===== config.mk =====
export PLATFORM = sky130hd
export DESIGN_NAME = mem_wb_stage
export DESIGN_NICKNAME = d
export VERILOG_FILES = /design/src/rtl/mem_wb_stage.sv
export SDC_FILE = /design/constraint.sdc
export NUM_CORES = 2
export LEC_CHECK = 0
export CAP_MARGIN = 20
export CORE_UTILIZATION = 25
export CTS_BUF_LIST = sky130_fd_sc_hd__clkbuf_4 sky130_fd_sc_hd__clkbuf_8
export CTS_CLUSTER_SIZE = 14
export DETAILED_ROUTE_END_ITERATION = 12
export GPL_ROUTABILITY_DRIVEN = 0
export SLEW_MARGIN = 40
export SYNTH_ARGS = -nofsm -noshare
export SYNTH_HDL_FRONTEND = slang
export SYNTH_SLANG_ARGS = --single-unit

===== constraint.sdc =====
create_clock -name clk -period 7.6 [get_ports clk]
set_input_delay 1.9 -clock clk [delete_from_list [all_inputs] [get_ports clk]]
set_output_delay 1.9 -clock clk [all_outputs]
set_load 0.02 [all_outputs]

===== src/rtl/mem_wb_stage.sv =====
// Memory-access stage with the MEM/WB pipeline register.
// The stage owns the data memory. A store commits at the clock edge in one cycle.
// A load holds the upstream EX/MEM register for RD_LAT cycles, then its result is captured.
module mem_wb_stage #(
    parameter int DATA_W = 8,
    parameter int ADDR_W = 8,
    parameter int RD_LAT = 2
) (
    input  logic              clk,
    input  logic              reset,
    input  logic [DATA_W-1:0] alu_result_in,
    input  logic [DATA_W-1:0] write_data_in,
    input  logic [2:0]        rd_in,
    input  logic              mem_read_in,
    input  logic              mem_write_in,
    input  logic              reg_write_in,
    input  logic              mem_to_reg_in,
    output logic              stall_out,
    output logic [DATA_W-1:0] wb_data_out,
    output logic [2:0]        rd_out,
    output logic              reg_write_out
);

    // On entry to WAIT the counter is loaded with RD_LAT-1. It runs down to zero,
    // and the load result is captured in the zero cycle.
    localparam logic [2:0] LAT_M1   = (RD_LAT > 0) ? 3'(RD_LAT - 1) : 3'd0;
    localparam bit         HAS_WAIT = (RD_LAT != 0);

    typedef enum logic {IDLE, WAIT} state_t;

    typedef struct packed {
        logic [DATA_W-1:0] data;
        logic [2:0]        rd;
        logic              we;
    } wb_t;

    state_t            state, state_nxt;
    logic [2:0]        cnt, cnt_nxt;
    logic              capture;
    logic              stall;
    logic              is_load;
    logic [ADDR_W-1:0] addr;
    logic [DATA_W-1:0] mem_rdata;
    wb_t               wb_q, wb_nxt;

    logic [DATA_W-1:0] mem [2**ADDR_W];

    // The address wraps naturally because only the low ADDR_W bits are used.
    assign addr      = ADDR_W'(alu_result_in);
    assign mem_rdata = mem[addr];

    // When read and write are both set, the decode is treated as a store.
    assign is_load   = mem_read_in & ~mem_write_in;

    // Next-state logic. It also decides whether MEM/WB captures this cycle or takes a bubble.
    always_comb begin
        state_nxt = state;
        cnt_nxt   = cnt;
        capture   = 1'b0;
        stall     = 1'b0;
        case (state)
            IDLE: begin
                if (is_load && HAS_WAIT) begin
                    state_nxt = WAIT;
                    cnt_nxt   = LAT_M1;
                    stall     = 1'b1;
                end else begin
                    capture   = 1'b1;
                end
            end
            WAIT: begin
                if (cnt != 3'd0) begin
                    cnt_nxt   = cnt - 3'd1;
                    stall     = 1'b1;
                end else begin
                    capture   = 1'b1;
                    state_nxt = IDLE;
                end
            end
            default: begin
                state_nxt = IDLE;
                cnt_nxt   = 3'd0;
            end
        endcase
    end

    // A reset aborts any load in flight, so stall drops during the reset cycle.
    assign stall_out = stall & ~reset;

    // Write-back payload. A bubble is all zeros. When the stage captures, the payload
    // takes either the ALU result or the memory data. The memory data is never used
    // for a store.
    always_comb begin
        wb_nxt = '0;
        if (capture) begin
            wb_nxt.data = (mem_to_reg_in && !mem_write_in) ? mem_rdata : alu_result_in;
            wb_nxt.rd   = rd_in;
            wb_nxt.we   = reg_write_in;
        end
    end

    // FSM and MEM/WB register. Both are reset synchronously.
    always_ff @(posedge clk) begin
        if (reset) begin
            state <= IDLE;
            cnt   <= 3'd0;
            wb_q  <= '0;
        end else begin
            state <= state_nxt;
            cnt   <= cnt_nxt;
            wb_q  <= wb_nxt;
        end
    end

    // The data memory is never cleared. A store writes only in IDLE, because in WAIT
    // upstream is holding a load.
    always_ff @(posedge clk) begin
        if (!reset && state == IDLE && mem_write_in)
            mem[addr] <= write_data_in;
    end

    assign wb_data_out   = wb_q.data;
    assign rd_out        = wb_q.rd;
    assign reg_write_out = wb_q.we;

endmodule


==> metrics.yaml <==
cts_root_buf: "clkbuf_8"
relSlewSlack_pct: 35.7
setup_violations: 0
tightest_slew_ns: 0.965
area_delta_synth_final_pct: 15.3
max_freq_ghz: 0.184
htree_levels: 5
rows: 207
slew_violations: 0
cpMostUsedCell: "clkdlybuf4s50_1"
run_status: "finished clean"
io_buffers: 37
yosys_warnings: 0
ys_seq_area_share_pct: 76.9
highest_layer: "met4"
pre_cts_ws_ns: 1.80
start_util_pct: 25.2
worstPathCellList: "clkdlybuf4s50_1, nor2_1, nand2_1, a21oi_1, clkdlybuf4s50_1"
cp.required_ns: 5.70
worstSetupPathType: "in -> out"
mostFrequentLayoutCells: "edfxtp_1, mux4_2, clkbuf_8"
drt-met1-wl_um: 88300
rsz0062_at_grt: "false"
max_stage_delay_ns: 0.64
grt_pass1_vias: 41348
drt_iter0_drc: 4814
synth_edf_count: 2048
postSynthCellCount: 3811
cellLeakagePower_nw: 28.0
vias: 40629
cts.path.max_buffers: 4
wl_um: 219000
fin_ws_ns: 2.17
cts_setup_buffers: 0
crit_path_top_delay_cell: "clkdlybuf4s50_1"
synth_seq_cells: 2064
ctsResizeCount: 0
ys.flop_type: "edfxtp_1"
drive_gt1_share_pct: 29.5
cts_tree: "built"
timing_hold_violations_final: 0
place_hpwl_um: 132000
cp.arrival_ns: 3.53
dr_wl_met3_um: 20200
io_pins: 38
route.met2.wl_um: 103000
final_common_cell: "edfxtp_1"
ir_drop_v: 0.000159
dieArea_um2: 324000
crit_path_max_fanout: 4
die_h_um: 569
yosysUniqueCellTypes: 65
period_needed_ns: 5.43
cts-hold-fix-buffers: 0
overflow: 0
clk_pin_slew_worst_paths_ns: 0.06
clock_sinks: 2064
drc: 0
power-per-cell-area_nw_per_um2: 248
syn-cell-area_um2: 80300
critPathLaunchType: "input pin"
hp-class: "reg -> reg"
ant_nets: 0
clock_latency_ns: 1.07
fin_crit_sh_pct: 71.5
fin_skew_ns: 0.0951
fin_nets: 4091
routedWlPerCell_um: 25.5
chipWidth_um: 569
cts_made_buffers: 336
coreArea_um2: 319000
endpoint_kind: "primary output"
grt_usage_pct: 13.2
async_flop_share_pct: 0
maxCapViolCount: 0
tns_ns: 0
grt_antenna_before_repair: 5
avgViaCountPerCell: 4.73
syn_nets: 3838
grt_max_degree: 187
grt_first_pass_wirelength_um: 311000
avgSynthCellArea_um2: 21.1
drtPass1Iterations: 7
-- layout make-up --
cell class | instances | area, um2
repair buffers | 149 | 1660
multi-input cells | 1506 | 17500
inverters | 7 | 33.8
fillers | 31011 | 226000
clock buffers | 449 | 5520
well taps | 4284 | 5360
flip-flops and latches | 2064 | 61800
diodes | 7 | 17.5
clock inverters | 119 | 707
-- report_power, final --
part           internal (mW)  switching (mW)
clock network           4.93            4.30
registers               12.5          0.0123
logic                  0.399           0.798
total                   17.9            5.11
-- through the flow --
stage	utilization (%)	instances	total power [mW]	instance area [um2]	hold WS, ns
after floorplan	-	3811	13.4	80300	0.446
after global placement	26.9	8000	13.9	85700	0.478
after detailed placement	27.0	8007	14.0	86100	0.462
after CTS	29.0	8575	23.1	92400	0.472
after global routing	29.0	8584	23.6	92600	0.494
final	29.0	8585	23.0	92600	0.473
-- registers in the layout, indices dropped and copies added (netlist names) --
signal and cells:
mem 2048, wb_data_out 8, state 1, reg_write_out 1, cnt 3, rd_out 3
-- cell usage after synthesis (21+ instances only) --
| cell | count | area [um2] |
|---|---|---|
| a21oi_1 | 29 | 145 |
| a22oi_1 | 44 | 330 |
| a32oi_1 | 40 | 350 |
| buf_2 | 53 | 265 |
| buf_4 | 61 | 458 |
| clkbuf_1 | 81 | 304 |
| edfxtp_1 | 2048 | 61500 |
| mux2i_1 | 155 | 1550 |
| mux4_2 | 489 | 11000 |
| nand2_1 | 168 | 631 |
| nand3_1 | 40 | 200 |
| nor2_1 | 291 | 1090 |
| nor3_1 | 21 | 105 |
| o21ai_0 | 29 | 145 |
| o22ai_1 | 27 | 169 |
-- logic make-up after synthesis --
family                   Yosys count  share of synthesized area [%]
buffers and inverters            241                           1.79
adder cells (fa/ha/maj)            2                         0.0311
multiplexers                     646                           15.7
flip-flops                      2064                           76.9
XOR/XNOR                           1                         0.0109
AO/OA/AOI/OAI                    264                           2.40
AND/OR/NAND/NOR                  593                           3.13
-- per-layer routing --
layer / global-route usage, % / vias up
li1: - / 16394
met1: 17.6 / 21778
met2: 21.1 / 2067
met3: 3.20 / 390
met4: 4.45 / 0
met5: 0 / -
-- worst paths after layout --
check,start,endpoint,slack (ns),cells past startpoint
worst max-delay path,mem_write_in,stall_out,2.17,5
worst min-delay path,cnt[1]$_SDFFE_PP0P_,cnt[1]$_SDFFE_PP0P_,0.47,2
worst max register to register,state$_SDFF_PP0_,mem[0][3]$_DFFE_PP_,3.94,5
worst min register to register,cnt[1]$_SDFFE_PP0P_,cnt[1]$_SDFFE_PP0P_,0.47,2
-- critical path, delay by kind of cell --
family                 cells  cell delay [ns]
and+or+nand+nor            2             0.27
buffers and inverters      2             1.17
AOI/OAI and AO/OA          1             0.19
Power figures use the tool's default switching activity.
